$ cat config.mk
export PLATFORM = sky130hd
export DESIGN_NAME = skid_reg_slice
export DESIGN_NICKNAME = d
export VERILOG_FILES = /design/src/rtl/skid_pkg.sv /design/src/rtl/slice_reg.sv /design/src/rtl/skid_reg_slice.sv
export SDC_FILE = /design/constraint.sdc
export NUM_CORES = 1
export LEC_CHECK = 0
export CAP_MARGIN = 25
export CORE_AREA = 2 2 49 51
export DETAILED_ROUTE_END_ITERATION = 10
export DIE_AREA = 0 0 51 53
export PLACE_DENSITY = 0.72
export SYNTH_ARGS = -nofsm -noshare
export SYNTH_HDL_FRONTEND = slang
export SYNTH_SLANG_ARGS = --single-unit
$ cat constraint.sdc
create_clock -name clk -period 1.6 [get_ports clk]
set_input_delay 0.24 -clock clk [delete_from_list [all_inputs] [get_ports clk]]
set_output_delay 0.24 -clock clk [all_outputs]
set_load 0.02 [all_outputs]
$ cat src/rtl/skid_pkg.sv
// Shared types and occupancy encodings for the skid register slice.
package skid_pkg;

  typedef enum logic [1:0] {
    EMPTY = 2'd0,
    ONE   = 2'd1,
    TWO   = 2'd2
  } skid_state_t;

  localparam logic [1:0] CNT_EMPTY = 2'd0;
  localparam logic [1:0] CNT_ONE   = 2'd1;
  localparam logic [1:0] CNT_TWO   = 2'd2;

endpackage

$ cat src/rtl/slice_reg.sv
// Enable register with asynchronous reset to a parameterised value.
module slice_reg #(
  parameter int               WIDTH     = 8,
  parameter logic [WIDTH-1:0] RESET_VAL = '0
) (
  input  logic             clk,
  input  logic             rst,
  input  logic             en,
  input  logic [WIDTH-1:0] d,
  output logic [WIDTH-1:0] q
);

  always_ff @(posedge clk or posedge rst) begin
    if (rst) begin
      q <= RESET_VAL;
    end else if (en) begin
      q <= d;
    end
  end

endmodule

$ cat src/rtl/skid_reg_slice.sv
// Two-entry skid buffer: full-throughput valid/ready slice whose handshake
// outputs decode registered state only, cutting the combinational ready path.
module skid_reg_slice
  import skid_pkg::*;
#(
  parameter int               WIDTH     = 8,
  parameter logic [WIDTH-1:0] RESET_VAL = '0
) (
  input  logic             clk,
  input  logic             rst,
  input  logic             flush,
  input  logic             s_valid,
  output logic             s_ready,
  input  logic [WIDTH-1:0] s_data,
  output logic             m_valid,
  input  logic             m_ready,
  output logic [WIDTH-1:0] m_data,
  output logic [1:0]       count
);

  skid_state_t      state;
  skid_state_t      state_nxt;
  logic             in_fire;
  logic             out_fire;
  logic             main_en;
  logic             skid_en;
  logic [WIDTH-1:0] main_d;
  logic [WIDTH-1:0] skid_d;
  logic [WIDTH-1:0] main_q;
  logic [WIDTH-1:0] skid_q;

  // Handshake outputs: flush is the only live input allowed to touch s_ready.
  assign m_valid  = (state != EMPTY);
  assign s_ready  = (state != TWO) && !flush;
  assign m_data   = main_q;
  assign in_fire  = s_valid && s_ready;
  assign out_fire = m_valid && m_ready;

  always_comb begin
    case (state)
      ONE:     count = CNT_ONE;
      TWO:     count = CNT_TWO;
      default: count = CNT_EMPTY;
    endcase
  end

  always_comb begin
    state_nxt = state;
    main_en   = 1'b0;
    skid_en   = 1'b0;
    main_d    = s_data;
    skid_d    = s_data;
    if (flush) begin
      state_nxt = EMPTY;
      main_en   = 1'b1;
      skid_en   = 1'b1;
      main_d    = RESET_VAL;
      skid_d    = RESET_VAL;
    end else begin
      case (state)
        EMPTY: begin
          if (in_fire) begin
            state_nxt = ONE;
            main_en   = 1'b1;
          end
        end
        ONE: begin
          if (in_fire && out_fire) begin
            main_en = 1'b1;
          end else if (in_fire) begin
            state_nxt = TWO;
            skid_en   = 1'b1;
          end else if (out_fire) begin
            state_nxt = EMPTY;
          end
        end
        TWO: begin
          // s_ready is low here, so only the drain side can move.
          if (out_fire) begin
            state_nxt = ONE;
            main_en   = 1'b1;
            main_d    = skid_q;
          end
        end
        default: state_nxt = EMPTY;
      endcase
    end
  end

  always_ff @(posedge clk or posedge rst) begin
    if (rst) begin
      state <= EMPTY;
    end else begin
      state <= state_nxt;
    end
  end

  slice_reg #(
    .WIDTH     (WIDTH),
    .RESET_VAL (RESET_VAL)
  ) u_main (
    .clk (clk),
    .rst (rst),
    .en  (main_en),
    .d   (main_d),
    .q   (main_q)
  );

  slice_reg #(
    .WIDTH     (WIDTH),
    .RESET_VAL (RESET_VAL)
  ) u_skid (
    .clk (clk),
    .rst (rst),
    .en  (skid_en),
    .d   (skid_d),
    .q   (skid_q)
  );

endmodule

Yosys cells after proc, flatten, opt, wreduce, memory -nomap -nowiden
Index checks and enable logic that the tools add are counted.
{ "totals": {"ff_bits": 18, "input_bits": 13, "wordCells": 38} }
{ "op_classes": {"eq_ne": 7, "muxes": 20, "reduce_logical": 8} }
{ "op_table": {"columns": ["cell", "n"], "rows": [
  ["$mux 8", 4],
  ["$mux 2", 6],
  ["$ne 3x3->1 const B", 3],
  ["$mux 1", 7],
  ["$pmux 2 s3", 1],
  ["$logic_and 1x1->1", 4],
  ["$ne 4x4->1 const B", 1],
  ["$pmux 2 s2", 1],
  ["$reduce_and 4->1", 1],
  ["$pmux 1 s3", 1],
  ["$eq 2x1->1 const B", 1],
  ["$eq 2x2->1 const B", 1],
  ["$logic_not 2->1", 1],
  ["$ne 2x2->1 const B", 1],
  ["$reduce_bool 2->1", 1],
  ["$logic_not 1->1", 1]
]} }

Depth between registers and ports, before layout
Gate-level depths: netlist of run 1.
{ "logic_depth": {"ltp_word": 7, "depth_mapped": 6, "mapped_depth_nobuf": 3} }

By module
Synthesis of run 1 repeated with hierarchy kept, for this count alone.
{ "hier_totals": {"hier_cells": 89, "hier_area_um2": 989.7} }
{ "modules_own_cells": {"columns": ["mod", "n_inst", "cells_per_inst", "area_each_um2", "seq_area_each_um2"], "rows": [
  ["slice_reg", 2, 18, 335.3, 200.2],
  ["skid_reg_slice", 1, 53, 319.1, 50.0]
]} }

Worst setup path after synthesis of run 1
Ideal clock, no wire load.
{ "synth_timing": {"path_type": "flip-flop to flip-flop", "from": "register state[1]", "to": "register u_skid.q[0]", "setup_time_ns": 0.125, "t_arrival_ns": 1.631, "required_ns": 1.475, "setup_slack_ns": -0.155, "path_stages_with_launch": 6, "n_path_buf": 2, "path_cell_list": "dfrtp_1 > buf_2 > nor2b_1 > and4bb_2 > buf_4 > mux2_2"} }
{ "synth_between": {"elab_chain_len": 7, "elab_cells_between_ends": 11, "cone_classes": "2 x eq/ne; 4 x mux; 5 x reduce/logical"} }
{ "synth_rtl": {"columns": ["item", "line_no", "source"], "rows": [
  ["start, declared", "skid_reg_slice.sv:21", "skid_state_t state;"],
  ["start signal, assigned", "skid_reg_slice.sv:94", "state <= state_nxt;"],
  ["$ne 2x2->1", "skid_reg_slice.sv:34", "assign s_ready = (state != TWO) && !flush;"],
  ["$logic_and 1x1->1", "skid_reg_slice.sv:34", null],
  ["$logic_and 1x1->1", "skid_reg_slice.sv:36", "assign in_fire = s_valid && s_ready;"],
  ["$mux 1 or $logic_and 1x1->1 (tied branches)", "skid_reg_slice.sv:70, skid_reg_slice.sv:68", null],
  ["$mux 1", "skid_reg_slice.sv:68", "if (in_fire && out_fire) begin"],
  ["$mux 1 (*)", "skid_reg_slice.sv:60", "case (state)"],
  ["$mux 1 (*)", "skid_reg_slice.sv:53", "if (flush) begin"],
  ["end signal, assigned", "slice_reg.sv:15", "q <= RESET_VAL;"],
  ["end signal, assigned", "slice_reg.sv:17", "q <= d;"],
  ["end, declared", "slice_reg.sv:10", "output logic [WIDTH-1:0] q"]
]} }
Mark *: on every way between the ends. The rest lies on a longest branch, timed or not.
A chain may end at the register's enable or synchronous reset.

Final worst setup path of run 1
{ "layout_timing": {"from": "register u_main.q[1]", "to": "output m_data[1]"} }
{ "layout_rtl": {"columns": ["item", "line_no", "source"], "rows": [
  ["start, declared", "slice_reg.sv:10", null],
  ["start signal, assigned", "slice_reg.sv:15", null],
  ["start signal, assigned", "slice_reg.sv:17", null],
  ["end, declared", "skid_reg_slice.sv:17", "output logic [WIDTH-1:0] m_data,"]
]} }
No word-level cell between the ends.

==> results.md, run 1 <==
* Most frequent cells after synthesis: dfrtp_1 (18), nand2_1 (17), nor2b_1 (9)
* Fin crit share at 94.5%
* Yosys warning count at 0
* FP Rows at 17
* Total grt overflow at 0
* CP delay by family, top: buffers and inverters
* Drt initial violations at 23
* WL final at 2.16 mm
* Diodes inserted at 0
* Clock-pin transition on the worst setup and hold timing paths at 0.10 ns
* Clock latency on the worst-skew pair at 0.29 ns
* Achievable Freq at 0.662 GHz
* Sum Neg Setup Slack at 0 ns
* Fillers at 178
* Sequential power share at 48.6%
* WP data arrival at 1.27 ns
* Cts hold-fix bufs at 0
* Mapped Area at 971 um2
* WP buf/inv at 1
* Asr flop ratio synth at 100%
* Hold WC Path Type: in -> async
* Most frequent cell after synthesis: dfrtp_1
* Routability cong. at 0.808
* Pwr Total at 0.00102 W
* Syn nets at 107
* Hold Fails Final Rpt at 0
* Register area share after synthesis at 46.4%
* Core Util, Final at 61.4%
* Slew @ Worst Pin at 0.345 ns
* Critical Path, Cell by Cell: clkdlybuf4s50_1
* Routed vias at 821
* Mean post-synth cell area at 10.3 um2
* Num Clock Sinks at 18
* DR pass1 iterations at 4
* NetSw at 0.000275 W
* Number of port buffers at 24
* Number of I/O pins at 25
* Pre-CTS setup slack at -0.164 ns
* Sw Ratio at 26.9%
* Reg2reg path depth at 5
* Chip Width at 51 um
* Clock network power share at 27.6%
* Share of cells above drive strength 1 at 27.0%
* Vert. Die Dim at 53 um
* Largest net degree at the start of global routing at 19
* Synth area leaders: dfrtp_1 (46%), mux2_2 (9.3%), o41ai_1 (7.2%)
* Seq cells post-synth at 18
* EDFF count, synth at 0
* Post-DRT Antenna Nets at 0
* Post-DP HPWL at 1.57 mm
* Core Area at 2150 um2
* Pwr per Cell Area at 774 nW/um2
* Tmin final at 1.51 ns
* Ys flop type: dfrtp_1
* GRT Resource Usage Total at 17.8%
* Reg2Reg Capture Point: u_main.q[3]$_DFFE_PP0P_
* Worst R2R Setup Slack at 0.10 ns
* Setup Buffers After CTS at 0
* Area growth syn-to-layout at 36.0%
* Nets at 140
* Final Slew Violations at 0
* Htree depth at 1
* RSZ-0062 raised after global routing: false
* CTS max path bufs at 2
* Routed len/inst at 14.0 um
* Reg2reg start: state[1]$_DFFE_PP0P_
* Leakage power at 0.604 nW
* Number of global-route vias before repair at 776
* Combinational power share at 23.7%
* Final setup fails at 0
* CP max FO at 2
* Outcome: complete, no violations
* Maxcap violations at 0
* Area after DPL at 1290 um2
* P_int at 0.000747 W
* Top-area cell type share of the netlist area at 46.4%
* Critical path class: reg -> out
* Syn Inst Count at 94
* Final instance area at 1320 um2
* Area of the multi-input gates at 475 um2
* CTS Buf Count at 3
* Initial Utilization at 45.2%
* Setup Skew at 0.00218 ns
* Worst setup margin at 0.0887 ns
* Yosys top cell by area: dfrtp_1
* Req. time, crit path at 1.36 ns
* Full die area at 2700 um2
* Global-route wire length before repair at 3.47 mm
* DR vias/cell at 5.33
* Storage element area at 452 um2
* CP peak stage delay at 0.61 ns
* Critical Path Source Type: flop
* Slowest CP cell: clkdlybuf4s50_1
* DRC Markers at 0
* Worst setup EP type: output pin
* CTS tree: built
* Worst vdd rail ir drop at 0.561 mV
* Initial antenna violation count at 0
* Number of library cell types mapped by synthesis at 27
* Clk root buf: clkbuf_4
* Worst rel slew slack at 77.0%
==> cells by family after synthesis <==
group / synth area share (%)
AO/OA/AOI/OAI: 14.2
AND/OR/NAND/NOR: 23.1
flip-flops: 46.4
buffers and inverters: 6.06
multiplexers: 10.3
==> cell usage in the layout, fill, tap and decap left out, drive strengths merged <==
master          n
a21oi           2
nor2b           9
or3b            1
mux2            8
or3             1
and2b           1
nand2          17
dfrtp          18
a31oi           8
dlygate4sd2     1
or2             1
inv             1
mux2i           1
o41ai           8
buf            12
clkbuf          7
clkinv          1
nor2            2
and3b           1
nor3            1
nor4b           1
and4bb          1
nor4bb          1
o21a            1
nand3b          1
clkdlybuf4s50  20
==> timing repair <==
action                     4_1_cts  5_1_grt
gates cloned                     0        0
gates resized for setup          5        7
pin swaps                        0        0
setup endpoints to repair        4       10
==> per-stage QoR <==
stage / hold slack (ns) / cells
2_1_floorplan: 0.179 / 94
3_3_place_gp: 0.521 / 150
3_5_place_dp: 0.524 / 150
4_1_cts: 0.250 / 154
5_1_grt: 0.282 / 154
6_report: 0.248 / 154
==> area by class of cell <==
| cell class | instances | area share, % |
|---|---|---|
| well taps | 28 | 2.65 |
| flip-flops and latches | 18 | 34.2 |
| multi-input cells | 66 | 36.0 |
| repair buffers | 36 | 23.8 |
| clock buffers | 4 | 2.75 |
| inverters | 2 | 0.569 |
==> power by group through the flow <==
stage | logic [W] | registers [W] | clock network, W
2_1_floorplan | 0.000104 | 0.000528 | 0
3_3_place_gp | 0.000246 | 0.000505 | 0
5_1_grt | 0.000260 | 0.000500 | 0.000316
6_report | 0.000243 | 0.000497 | 0.000282
4_1_cts | 0.000245 | 0.000497 | 0.000291
3_5_place_dp | 0.000249 | 0.000506 | 0
==> how the worst max path moves through the flow <==
stage / end / start / cells past startpoint / slack (ns)
floorplan: u_skid.q[0]$_DFFE_PP0P_ / state[1]$_DFFE_PP0P_ / 5 / 0.08
global placement: s_ready / flush / 3 / -0.15
detailed placement: u_skid.q[1]$_DFFE_PP0P_ / flush / 3 / -0.16
CTS: m_valid / state[0]$_DFFE_PP0P_ / 2 / 0.01
global route: u_main.q[4]$_DFFE_PP0P_ / state[1]$_DFFE_PP0P_ / 5 / 0.006
finish: m_data[1] / u_main.q[1]$_DFFE_PP0P_ / 1 / 0.09
==> sequential cells by signal (all words and copies together) (netlist names) <==
name      count
u_main.q      8
u_skid.q      8
state         2
==> layer usage <==
layer | vias to the layer above | GRT usage [%] | part of all wire, %
met2 | 15 | 30.1 | 49
li1 | 404 | - | -
met5 | - | 0 | 0
met4 | 0 | 11.7 | 3.5
met1 | 394 | 20.9 | 45
met3 | 8 | 2.82 | 2.8
==> tightest hold or removal path, stage by stage <==
cell             delay [ns]
clkdlybuf4s50_1        0.39
inv_1                  0.05
buf_4                  0.24
Note: power is estimated with default switching activity, not from simulation.
==> run 2, diff against run 1 <==
--- a/config.mk
+++ b/config.mk
@@ -6,10 +6,11 @@
 export NUM_CORES = 1
 export LEC_CHECK = 0
 export CAP_MARGIN = 25
-export CORE_AREA = 2 2 49 51
+export CORE_AREA = 2 2 48 50
 export DETAILED_ROUTE_END_ITERATION = 10
-export DIE_AREA = 0 0 51 53
-export PLACE_DENSITY = 0.72
+export DIE_AREA = 0 0 50 52
+export PLACE_DENSITY = 0.75
 export SYNTH_ARGS = -nofsm -noshare
 export SYNTH_HDL_FRONTEND = slang
 export SYNTH_SLANG_ARGS = --single-unit
+export TNS_END_PERCENT = 1
==> constraint.sdc (replaced) <==
create_clock -name clk -period 1.9 [get_ports clk]
set_input_delay 0.285 -clock clk [delete_from_list [all_inputs] [get_ports clk]]
set_output_delay 0.285 -clock clk [all_outputs]
set_load 0.02 [all_outputs]
==> results.md, run 2 (synthesis gave the netlist of run 1 again) <==
* Most frequent cells in the layout: clkdlybuf4s50_1 (20), nand2_1 (17), dfrtp_1 (16), nor2b_1 (9)
* Final setup fails at 0
* Global-route wire length before repair at 3.41 mm
* Final Slew Violations at 0
* GRT Resource Usage Total at 17.7%
* Reg2reg start: state[1]$_DFFE_PP0P_
* Number of I/O pins at 25
* Clk root buf: clkbuf_4
* Num Clock Sinks at 18
* Number of global-route vias before repair at 777
* Leakage power at 0.576 nW
* CTS tree: built
* CTS Buf Count at 3
* Routed len/inst at 13.5 um
* DRC Markers at 0
* Vert. Die Dim at 52 um
* Achievable Freq at 0.589 GHz
* Post-DRT Antenna Nets at 0
* Clock-pin transition on the worst setup and hold timing paths at 0.11 ns
* Core Util, Final at 60.0%
* DR vias/cell at 5.54
* RSZ-0062 raised after global routing: false
* Share of cells above drive strength 1 at 18.6%
* Initial Utilization at 46.1%
* Pwr Total at 0.000845 W
* Worst R2R Setup Slack at 0.28 ns
* Hold WC Path Type: in -> async
* WP data arrival at 1.41 ns
* Worst rel slew slack at 55.8%
* Maxcap violations at 0
* WL final at 1.97 mm
* Worst setup EP type: output pin
* Top flop regs: u_main.q x8, u_skid.q x8, state x2
* Diodes inserted at 0
* Routed vias at 809
* Fin crit share at 89.4%
* Area growth syn-to-layout at 30.0%
* Post-DP HPWL at 1.46 mm
* Clock latency on the worst-skew pair at 0.30 ns
* Most common cell after layout, fill and taps aside: clkdlybuf4s50_1
* Pwr per Cell Area at 670 nW/um2
* CTS max path bufs at 2
* Total grt overflow at 0
* Outcome: complete, no violations
* Full die area at 2600 um2
* Critical path class: reg -> out
* Final Non-Filler Cells at 146
* Drt initial violations at 24
* Largest net degree at the start of global routing at 19
* Routability cong. at 0.804
* Nets at 132
* DR pass1 iterations at 4
* Number of port buffers at 24
* Slew @ Worst Pin at 0.662 ns
* Req. time, crit path at 1.62 ns
* Chip Width at 50 um
* Critical Path Source Type: flop
* Hold Fails Final Rpt at 0
* Crit path from: state[1]$_DFFE_PP0P_
* Inst Count DP at 142
* FP Rows at 17
* Worst vdd rail ir drop at 0.527 mV
* Core Area at 2110 um2
* CP max FO at 9
* Htree depth at 1
* Setup Skew at 0.00453 ns
* Initial antenna violation count at 0
* Tmin final at 1.70 ns
-- run 2: cell types whose count changed in the layout (fill, tap and decap cells not counted), sizes merged --
cell	change
dlymetal6s2s	+1
buf	-8
dlygate4sd2	+2
clkbuf	-3
-- run 2: per-layer routing --
metal / global-route usage, % / part of all wire [%] / routed length [um] / up-vias
met4: 12.0 / 2.0 / 40 / 0
met1: 23.9 / 50 / 982 / 388
li1: - / - / - / 387
met2: 25.7 / 43 / 854 / 29
met3: 3.16 / 4.8 / 94 / 5
met5: 0 / 0 / 0 / -
-- run 2: layout make-up --
type | count | area (um2)
clock buffers | 4 | 36.3
well taps | 28 | 35.0
multi-input cells | 66 | 462
flip-flops and latches | 18 | 453
repair buffers | 28 | 269
fillers | 170 | 843
inverters | 2 | 7.51
-- run 2: what timing repair did --
item,in CTS,in global routing
buffers inserted,0,0
pin swaps,0,0
hold buffers,0,0
endpoints found under the setup margin,4,1
gates cloned,0,0
gates resized for setup,5,1
-- run 2: power by group --
group	total, W	internal (W)	switching, W
clock	0.000241	0.000117	0.000124
combinational	0.000182	0.0000927	0.0000890
sequential	0.000423	0.000406	0.0000176
total	0.000845	0.000615	0.000230
-- run 2: path summary, 6_finish.rpt --
| kind | end | depth (start not counted) |
|---|---|---|
| min in group clk | u_main.q[3]$_DFFE_PP0P_ | 2 |
| setup / recovery | s_ready | 3 |
| hold / removal | u_main.q[3]$_DFFE_PP0P_ | 2 |
| max in group asynchronous | state[1]$_DFFE_PP0P_ | 2 |
| hold reg to reg | u_main.q[3]$_DFFE_PP0P_ | 2 |
| setup reg to reg | u_skid.q[7]$_DFFE_PP0P_ | 3 |
-- run 2: stage by stage --
stage                     worst slack, ns  hold WS (ns)  area, um2  setup TNS [ns]
after global placement             0.0580         0.522       1220               0
final                               0.202         0.367       1260               0
after floorplan                     0.145         0.224        971               0
after detailed placement          -0.0230         0.525       1220          -0.105
after global routing                0.132         0.471       1260               0
after CTS                         0.00254         0.401       1260               0
-- run 2: worst max-delay path, stage by stage, from the launching register on --
cell,delay (ns)
dfrtp_2,0.49
and2b_1,0.21
nor2_1,0.08
dlygate4sd2_1,0.34
